$ cat src/rtl/debounce_evt_ctrl.sv
// ============================================================================
// Module   : debounce_evt_ctrl
// Brief    : Per-channel synchronizer + debouncer with round-robin edge-event queue.
//            Event path built only when DEBOUNCE_EVT_EN is defined.
// Revision : 1.0 - initial release
// ============================================================================
`default_nettype none

module debounce_evt_ctrl #(
    parameter int NB_CH     = 4,
    parameter int NB_STAGES = 3,
    parameter int CNT_W     = 8
) (
    input  logic                                         clk,
    input  logic                                         rst,
    input  logic                                         cfg_en,
    input  logic [CNT_W-1:0]                             cfg_thresh,
    input  logic                                         cfg_ovr_clr,
    input  logic [NB_CH-1:0]                             i_raw,
    output logic [NB_CH-1:0]                             o_level,
    output logic                                         o_evt_valid,
    output logic [((NB_CH > 1) ? $clog2(NB_CH) : 1)-1:0] o_evt_ch,
    output logic                                         o_evt_rise,
    input  logic                                         evt_ack,
    output logic                                         o_overrun
);

    localparam int CH_W = (NB_CH > 1) ? $clog2(NB_CH) : 1;

    typedef enum logic {
        ST_IDLE  = 1'b0,
        ST_CHECK = 1'b1
    } state_t;

    logic [NB_CH-1:0] r_sync [NB_STAGES];
    logic [NB_CH-1:0] w_s;

    always_ff @(posedge clk or posedge rst) begin
        if (rst) begin
            for (int i = 0; i < NB_STAGES; i++) r_sync[i] <= '0;
        end else begin
            r_sync[0] <= i_raw;
            for (int i = 1; i < NB_STAGES; i++) r_sync[i] <= r_sync[i-1];
        end
    end

    assign w_s = r_sync[NB_STAGES-1];

    state_t           r_state     [NB_CH];
    state_t           w_state_nxt [NB_CH];
    logic [CNT_W-1:0] r_cnt       [NB_CH];
    logic [CNT_W-1:0] w_cnt_nxt   [NB_CH];
    logic [NB_CH-1:0] r_level;
    logic [NB_CH-1:0] w_level_nxt;
    logic [NB_CH-1:0] w_edge;

    always_ff @(posedge clk or posedge rst) begin
        if (rst) begin
            for (int i = 0; i < NB_CH; i++) begin
                r_state[i] <= ST_IDLE;
                r_cnt[i]   <= '0;
            end
            r_level <= '0;
        end else begin
            for (int i = 0; i < NB_CH; i++) begin
                r_state[i] <= w_state_nxt[i];
                r_cnt[i]   <= w_cnt_nxt[i];
            end
            r_level <= w_level_nxt;
        end
    end

    // A counter that outgrows a lowered threshold still qualifies instead of wrapping.
    always_comb begin
        w_level_nxt = r_level;
        w_edge      = '0;
        for (int i = 0; i < NB_CH; i++) begin
            w_state_nxt[i] = r_state[i];
            w_cnt_nxt[i]   = r_cnt[i];
            if (!cfg_en) begin
                w_state_nxt[i] = ST_IDLE;
                w_cnt_nxt[i]   = '0;
            end else begin
                case (r_state[i])
                    ST_IDLE: begin
                        if (w_s[i] != r_level[i]) begin
                            if (cfg_thresh == '0) begin
                                w_level_nxt[i] = w_s[i];
                                w_edge[i]      = 1'b1;
                            end else begin
                                w_cnt_nxt[i]   = CNT_W'(1);
                                w_state_nxt[i] = ST_CHECK;
                            end
                        end
                    end
                    ST_CHECK: begin
                        if (w_s[i] == r_level[i]) begin
                            w_cnt_nxt[i]   = '0;
                            w_state_nxt[i] = ST_IDLE;
                        end else if (r_cnt[i] >= cfg_thresh) begin
                            w_level_nxt[i] = w_s[i];
                            w_edge[i]      = 1'b1;
                            w_cnt_nxt[i]   = '0;
                            w_state_nxt[i] = ST_IDLE;
                        end else begin
                            w_cnt_nxt[i] = r_cnt[i] + 1'b1;
                        end
                    end
                endcase
            end
        end
    end

    assign o_level = r_level;

`ifdef DEBOUNCE_EVT_EN
    logic [NB_CH-1:0] r_pend;
    logic [NB_CH-1:0] r_pend_rise;
    logic             r_evt_valid;
    logic             r_evt_rise;
    logic             r_overrun;
    logic [CH_W-1:0]  r_evt_ch;
    logic [CH_W-1:0]  r_last;
    logic [CH_W-1:0]  w_win;
    logic [NB_CH-1:0] w_grant;
    logic [NB_CH-1:0] w_take;
    logic             w_found;
    logic             w_load;
    logic             w_ovr_set;

    // Round robin: first pending above the last grant, else lowest pending (wrap).
    always_comb begin
        w_found = 1'b0;
        w_win   = '0;
        w_grant = '0;
        for (int i = 0; i < NB_CH; i++) begin
            if (!w_found && r_pend[i] && (i > int'(r_last))) begin
                w_found    = 1'b1;
                w_win      = CH_W'(i);
                w_grant[i] = 1'b1;
            end
        end
        for (int i = 0; i < NB_CH; i++) begin
            if (!w_found && r_pend[i]) begin
                w_found    = 1'b1;
                w_win      = CH_W'(i);
                w_grant[i] = 1'b1;
            end
        end
        w_load    = (!r_evt_valid || evt_ack) && (|r_pend);
        w_take    = w_grant & {NB_CH{w_load}};
        w_ovr_set = |(w_edge & r_pend & ~w_take);
    end

    always_ff @(posedge clk or posedge rst) begin
        if (rst) begin
            r_pend      <= '0;
            r_pend_rise <= '0;
            r_evt_valid <= 1'b0;
            r_evt_ch    <= '0;
            r_evt_rise  <= 1'b0;
            r_overrun   <= 1'b0;
            r_last      <= CH_W'(NB_CH - 1);
        end else begin
            r_pend      <= (r_pend & ~w_take) | w_edge;
            r_pend_rise <= (r_pend_rise & ~w_edge) | (w_level_nxt & w_edge);
            if (w_load) begin
                r_evt_valid <= 1'b1;
                r_evt_ch    <= w_win;
                r_evt_rise  <= r_pend_rise[w_win];
                r_last      <= w_win;
            end else if (evt_ack) begin
                r_evt_valid <= 1'b0;
            end
            if (w_ovr_set) begin
                r_overrun <= 1'b1;
            end else if (cfg_ovr_clr) begin
                r_overrun <= 1'b0;
            end
        end
    end

    assign o_evt_valid = r_evt_valid;
    assign o_evt_ch    = r_evt_ch;
    assign o_evt_rise  = r_evt_rise;
    assign o_overrun   = r_overrun;
`else
    logic w_unused;
    assign w_unused    = ^{w_edge, evt_ack, cfg_ovr_clr};
    assign o_evt_valid = 1'b0;
    assign o_evt_ch    = '0;
    assign o_evt_rise  = 1'b0;
    assign o_overrun   = 1'b0;
`endif

endmodule

`default_nettype wire

$ cat config.mk
export PLATFORM = sky130hd
export DESIGN_NAME = debounce_evt_ctrl
export DESIGN_NICKNAME = d
export VERILOG_FILES = /design/src/rtl/debounce_evt_ctrl.sv
export SDC_FILE = /design/constraint.sdc
export NUM_CORES = 1
export LEC_CHECK = 0
export BUFFER_PORTS_ARGS = -buffer_cell sky130_fd_sc_hd__clkbuf_2
export CORE_MARGIN = 4
export CORE_UTILIZATION = 45
export DETAILED_ROUTE_END_ITERATION = 7
export PLACE_DENSITY_LB_ADDON = 0.3
export SLEW_MARGIN = 20
export SYNTH_ARGS = -nofsm -noshare
export SYNTH_HDL_FRONTEND = slang
export SYNTH_SLANG_ARGS = --single-unit
$ cat constraint.sdc
create_clock -name clk -period 3.1 [get_ports clk]
set_clock_uncertainty 0.15 [all_clocks]
set_input_delay 0.465 -clock clk [delete_from_list [all_inputs] [get_ports clk]]
set_output_delay 0.465 -clock clk [all_outputs]
set_load 0.01 [all_outputs]
==> impl_metrics.env, run 1 <==
export IMPL_run_status="completed"
export IMPL_globalplace_congestion=0.831
export IMPL_timing_setup_critical_path_class="reg2reg"
export IMPL_drtIter0Drc=83
export IMPL_maxCapViolCount=0
export IMPL_setup_repair_after_global_routing_missed_its_margin="false"
export IMPL_cts_repair_resized=0
export IMPL_vias_in_the_first_global_route=2387
export IMPL_total_switching_power_mw=0.600
export IMPL_wirelength_mm=6.54
export IMPL_fraction_of_synthesis_flops_using_an_asynchronous_set_or_reset_pin=1.00
export IMPL_cts_reportedPaths_clkPinSlew_ns=0.10
export IMPL_postSynthRegisterBits=52
export IMPL_seq_area_frac_synth=0.407
export IMPL_slew_headroom=0.558
export IMPL_synth_flop_cell="dfrtp_1"
export IMPL_clock_sinks=52
export IMPL_internal_power_mw=1.22
export IMPL_yosysTopAreaCell="dfrtp_1"
export IMPL_timing_critical_path_from_type="register"
export IMPL_max_root_sink_buffers=2
export IMPL_synth_commonest_cells="dfrtp_1, nand2_1, ha_1"
export IMPL_clk_root_buffer_cell="clkbuf_8"
export IMPL_critical_path_cell_chain="ha_1, a21o_1, a2111oi_4, o21ai_2, or3_1, or3_1, o21ai_1"
export IMPL_insertion_delay_ns=0.30
export IMPL_achievable_frequency_mhz=418
export IMPL_initial_core_utilization=0.466
export IMPL_grt_overflow_total=0
export IMPL_setup_worst_path_end_class="register"
export IMPL_combinationalPowerShare=0.286
export IMPL_synthesis_area_per_instance_sq_um=9.58
export IMPL_numCtsBuffers=5
export IMPL_n_antenna_cell=0
export IMPL_setup_total_negative_slack_ns=0
export IMPL_power_share_clock=0.254
export IMPL_cpMaxStageDelayCell="dfrtp_1"
export IMPL_hp_class="in2reg"
export IMPL_synth_warn=0
export IMPL_synth_area_top_cells="dfrtp_1, ha_1, nand2_1"
export IMPL_cts_repair_timing_setup_buffer_count=0
export IMPL_leakage_nw=1.67
export IMPL_crit_path_max_incr_delay_ns=0.42
export IMPL_finalHoldViolations=0
export IMPL_ioPinCount=26
export IMPL_synthesis_area_sq_um=3200
export IMPL_largest_net_degree_at_the_start_of_global_routing=53
export IMPL_layout_worst_path_cycle_share=0.772
export IMPL_flow_area_growth_from_synthesis_pct=9.19
export IMPL_pwr_share_seq=0.460
export IMPL_synth_edf_count=0
export IMPL_die_area_sq_um=8530
export IMPL_route_detailed_vias_per_inst=5.37
export IMPL_dpl_cell_area_sq_um=3390
export IMPL_tightestPinTransition_ns=0.664
export IMPL_drt_drc_violations_left=0
export IMPL_drt_pass_1_iters=4
export IMPL_hpwl_mm=4.70
export IMPL_cp_data_arrival_time_ns=2.47
export IMPL_critical_path_top_cell_by_count="or3_1"
export IMPL_timing_critical_path_fanout_max=4
export IMPL_post_synth_num_cell_types=54
export IMPL_peakVddDrop_mv=0.399
export IMPL_timing_final_setup_violations=0
export IMPL_final_layout_size_suffix_gt1_frac=0.137
export IMPL_power_density_nw_per_um2=521
export IMPL_h_tree_depth=2
export IMPL_crit_required_ns=3.18
export IMPL_global_route_usage_total=0.166
export IMPL_antenna_violation_net_count_after_detailed_routing=0
export IMPL_finalNetCount=410
export IMPL_port_buffers=18
export IMPL_post_synth_top_count_cell="dfrtp_1"
export IMPL_drv_slew=0
export IMPL_cts_hold_fix_buffers=0
export IMPL_dieHeight_um=92.3
export IMPL_route_detailed_wl_per_inst_um=14.4
export IMPL_cts_tree="built"
export IMPL_synth_largest_type_area_fraction=0.407
export IMPL_cell_row_count=30
export IMPL_final_cell_area_sq_um=3490
export IMPL_dieWidth_um=92.3
export IMPL_layout_filler_cells=645
export IMPL_vias=2436
export IMPL_finalCriticalPeriod_ns=2.39
export IMPL_synth_cells=334
export IMPL_antenna_violations_before_repair=0
export IMPL_fp_coreArea_sq_um=6870
export IMPL_p_sw_frac=0.330
export IMPL_global_route_wire_length_before_repair_mm=11.4
-- through the flow --
step	worst slack, ns	std cells	utilization	power (mW)	hold slack, ns
after floorplan	0.668	338	-	1.23	0.181
after global placement	0.440	446	0.493	1.35	0.182
after detailed placement	0.408	446	0.493	1.37	0.188
after CTS	0.687	454	0.509	1.84	0.102
after global routing	0.464	454	0.509	1.95	0.100
final	0.708	454	0.509	1.82	0.111
-- routing by layer --
layer / track usage / up-vias / wire, um
li1: - / 1249 / -
met2: 0.290 / 26 / 3220
met5: 0 / - / 0
met1: 0.213 / 1159 / 3080
met3: 0.0301 / 2 / 199
met4: 0.0347 / 0 / 32
-- placed cells by master (no fill, tap or decap), types with 7 or more instances in the layout --
cell / n
dfrtp_1: 52
nor3_1: 7
nand3b_1: 7
ha_1: 36
a21oi_1: 13
nand3_1: 23
clkbuf_2: 18
inv_1: 18
nor2_1: 15
o21ai_0: 11
nand2_1: 45
a21o_1: 8
-- cell type report --
type	instances	area [sq um]	share of cell area
multi-input combinational	258	1780	0.510
sequential	52	1300	0.372
tap	96	120	0.0344
timing repair buffer	21	113	0.0322
clock buffer	6	72.6	0.0208
inverter	19	71.3	0.0204
clock inverter	2	35.0	0.0100
-- final timing paths --
kind | cells after the start | start | slack [ns] | endpoint
setup / recovery | 7 | r_cnt[14] | 0.71 | r_cnt[14]
max in group asynchronous | 3 | rst | 2.19 | r_cnt[13]
setup reg to reg | 7 | r_cnt[14] | 0.71 | r_cnt[14]
hold / removal | 1 | i_raw[0] | 0.11 | r_sync[8]
hold reg to reg | 0 | r_sync[4] | 0.20 | w_s[0]
min in group asynchronous | 3 | rst | 0.16 | r_sync[9]
-- sequential cells by signal, indices dropped and copies added, names as in the netlist --
register	cells
o_level	4
w_s	4
r_sync	8
r_cnt	32
r_state	4
-- cells by family (layout without fill, tap and decap cells) --
group	Yosys count	in the layout	synth area share
AO/OA/AOI/OAI	69	69	0.156
XOR/XNOR	5	5	0.0137
adder cells (fa/ha/maj)	36	36	0.141
buffers and inverters	28	48	0.0414
flip-flops	52	52	0.407
multiplexers	4	4	0.0141
other	1	5	0.00117
AND/OR/NAND/NOR	139	139	0.226
-- power by group through the flow --
stage,Sequential [mW],Combinational [mW],Clock [mW]
floorplan,0.844,0.382,0
global placement,0.846,0.507,0
detailed placement,0.849,0.520,0
CTS,0.836,0.527,0.480
global route,0.854,0.593,0.507
finish,0.837,0.520,0.462
-- worst max-delay path, delay by kind of cell, from the launching register on --
kind,cells,cell delay (ns)
adder cells (fa/ha/maj),1,0.32
AO/OA/AOI/OAI,4,0.75
flip-flops,1,0.42
AND/OR/NAND/NOR,2,0.68
Power figures use the tool's default switching activity.
==> inputs of run 2 (changes only) <==
==> constraint.sdc (replaced) <==
create_clock -name clk -period 1.97 [get_ports clk]
set_clock_uncertainty 0.15 [all_clocks]
set_input_delay 0.2955 -clock clk [delete_from_list [all_inputs] [get_ports clk]]
set_output_delay 0.2955 -clock clk [all_outputs]
set_load 0.01 [all_outputs]
==> run 2 against run 1 <==
Non-clock buffer count grew 78; first-iteration DRC count up 43%; maximum frequency increased by 7.1%; highest routed layer unchanged; setup slack lost 0.97 ns; largest power group unchanged; worst hold slack better by 0.094 ns; the run now ends with negative setup slack left; flip-flop and latch count unchanged.
==> impl_metrics.env, run 2 (same netlist as run 1, synthesis figures left out) <==
export IMPL_run_status="finished, violations left"
export IMPL_failed_checks="negative setup slack"
export IMPL_cts_tree="built"
export IMPL_cell_row_count=30
export IMPL_fp_coreArea_sq_um=6870
export IMPL_drt_pass_1_iters=4
export IMPL_mostFrequentLayoutCell="buf_4"
export IMPL_clock_sinks=52
export IMPL_grt_overflow_total=0
export IMPL_clk_root_buffer_cell="clkbuf_8"
export IMPL_setup_worst_path_end_class="register"
export IMPL_cp_top_family="compound AO/OA/AOI/OAI gates"
export IMPL_hold_ws_ns=0.205
export IMPL_largest_register="r_cnt"
export IMPL_dieHeight_um=92.3
export IMPL_route_detailed_vias_per_inst=5.32
export IMPL_dieWidth_um=92.3
export IMPL_max_root_sink_buffers=2
export IMPL_layout_filler_cells=559
export IMPL_finalCriticalPeriod_ns=2.23
export IMPL_cts_reportedPaths_clkPinSlew_ns=0.09
export IMPL_power_share_clock=0.203
export IMPL_largest_register_ff_count=32
export IMPL_timing_setup_critical_path_class="reg2reg"
export IMPL_global_route_wire_length_before_repair_mm=12.8
export IMPL_leakage_nw=2.09
export IMPL_timing_critical_path_fanout_max=4
export IMPL_total_switching_power_mw=1.10
export IMPL_layout_worst_path_cycle_share=1.13
export IMPL_combinationalPowerShare=0.398
export IMPL_die_area_sq_um=8530
export IMPL_flow_area_growth_from_synthesis_pct=39.5
export IMPL_timing_final_setup_violations=20
export IMPL_cp_data_arrival_time_ns=2.31
export IMPL_critical_path_top_cell_by_count="or3_1"
export IMPL_timing_final_ws_setup_ns=-0.263
export IMPL_crit_path_max_incr_delay_ns=0.43
export IMPL_ioPinCount=26
export IMPL_port_buffers=18
export IMPL_hpwl_mm=5.57
export IMPL_initial_core_utilization=0.466
export IMPL_drt_drc_violations_left=0
export IMPL_antenna_violation_net_count_after_detailed_routing=0
export IMPL_globalplace_congestion=0.803
export IMPL_setup_repair_after_global_routing_missed_its_margin="true"
export IMPL_route_detailed_wl_per_inst_um=15.4
export IMPL_hp_class="reg2reg"
export IMPL_achievable_frequency_mhz=448
export IMPL_global_route_usage_total=0.185
export IMPL_drv_slew=0
export IMPL_maxCapViolCount=0
export IMPL_vias=2831
export IMPL_n_antenna_cell=0
export IMPL_cpMaxStageDelayCell="dfrtp_1"
export IMPL_numCtsBuffers=5
export IMPL_wirelength_mm=8.19
export IMPL_critical_path_buf_inv_count=0
export IMPL_overall_power_of_the_completed_layout_mw=3.24
export IMPL_pwr_share_seq=0.400
export IMPL_insertion_delay_ns=0.30
export IMPL_finalHoldViolations=0
export IMPL_antenna_violations_before_repair=0
export IMPL_final_layout_size_suffix_gt1_frac=0.399
export IMPL_reg_top3="r_cnt x32, r_sync x8"
export IMPL_largest_net_degree_at_the_start_of_global_routing=24
export IMPL_h_tree_depth=2
export IMPL_drtIter0Drc=119
export IMPL_power_density_nw_per_um2=726
export IMPL_timing_critical_path_from_type="register"
export IMPL_critical_path_cell_chain="ha_4, a21o_1, a2111oi_4, o21ai_2, or3_1, or3_1, o21ai_1"
export IMPL_most_common_layout_cells="buf_4, dfrtp_1, nand2_1"
export IMPL_finalNetCount=489
export IMPL_peakVddDrop_mv=0.636
export IMPL_crit_required_ns=2.05
export IMPL_internal_power_mw=2.14
export IMPL_p_sw_frac=0.340
export IMPL_vias_in_the_first_global_route=2819
## run 2: changes by cell type in the layout (fill, tap and decap cells not counted), moves of 4 or more
| cell | previous run | this run |
|---|---|---|
| ha_1 | 36 | 24 |
| dlygate4sd3_1 | 0 | 5 |
| o21ai_2 | 1 | 8 |
| o311ai_0 | 4 | 0 |
| nor3_1 | 7 | 3 |
| buf_6 | 0 | 4 |
| o21ai_0 | 11 | 4 |
| ha_4 | 0 | 11 |
| buf_4 | 3 | 73 |
## run 2: area by class of cell
| cell class | instances | area, sq um | area share |
|---|---|---|---|
| flip-flops and latches | 52 | 1300 | 0.291 |
| inverters | 19 | 75.1 | 0.0168 |
| well taps | 96 | 120 | 0.0269 |
| multi-input cells | 259 | 2140 | 0.480 |
| repair buffers | 99 | 728 | 0.163 |
| clock buffers | 7 | 96.3 | 0.0216 |
## run 2: final timing paths
kind | from | slack [ns] | end | cells past startpoint
worst max-delay path | r_cnt[14] | -0.26 | r_cnt[14] | 7
worst min-delay path | r_sync[7] | 0.21 | w_s[3] | 0
worst max register to register | r_cnt[14] | -0.26 | r_cnt[14] | 7
worst min register to register | r_sync[7] | 0.21 | w_s[3] | 0
max in group asynchronous | rst | 0.67 | r_sync[8] | 4
min in group asynchronous | rst | 0.40 | r_cnt[15] | 3
## run 2: through the flow
step           setup WS [ns]  TNS (ns)  utilization  std cells  area (sq um)
2_1_floorplan         -0.169     -1.31            -        338          3220
3_3_place_gp          -0.280     -6.05        0.557        504          3830
3_5_place_dp          -0.332     -7.54        0.557        504          3830
4_1_cts               -0.246     -1.60        0.611        524          4200
5_1_grt               -0.318     -4.27        0.650        532          4470
6_report              -0.263     -2.29        0.650        532          4470
## run 2: routing by layer
layer / vias up / GRT usage / part of all wire
met3: 8 / 0.0325 / 0.022
met1: 1368 / 0.236 / 0.44
met2: 40 / 0.328 / 0.53
met5: - / 0 / 0
li1: 1415 / - / -
met4: 0 / 0.0347 / 0.0070
## run 2: repair_timing
item | CTS | global route
hold endpoints to repair | 25 | 0
gates resized for setup | 30 | 43
hold buffers | 5 | 0
buffers inserted | 7 | 9
endpoints found under the setup margin | 30 | 35
pin swaps | 14 | 25
gates cloned | 1 | 0
## run 2: power by group through the flow
stage | Sequential [mW] | Clock (mW) | Combinational, mW
2_1_floorplan | 1.33 | 0 | 0.608
3_3_place_gp | 1.30 | 0 | 1.02
3_5_place_dp | 1.31 | 0 | 1.05
4_1_cts | 1.29 | 0.672 | 1.14
5_1_grt | 1.32 | 0.713 | 1.41
6_report | 1.30 | 0.657 | 1.29
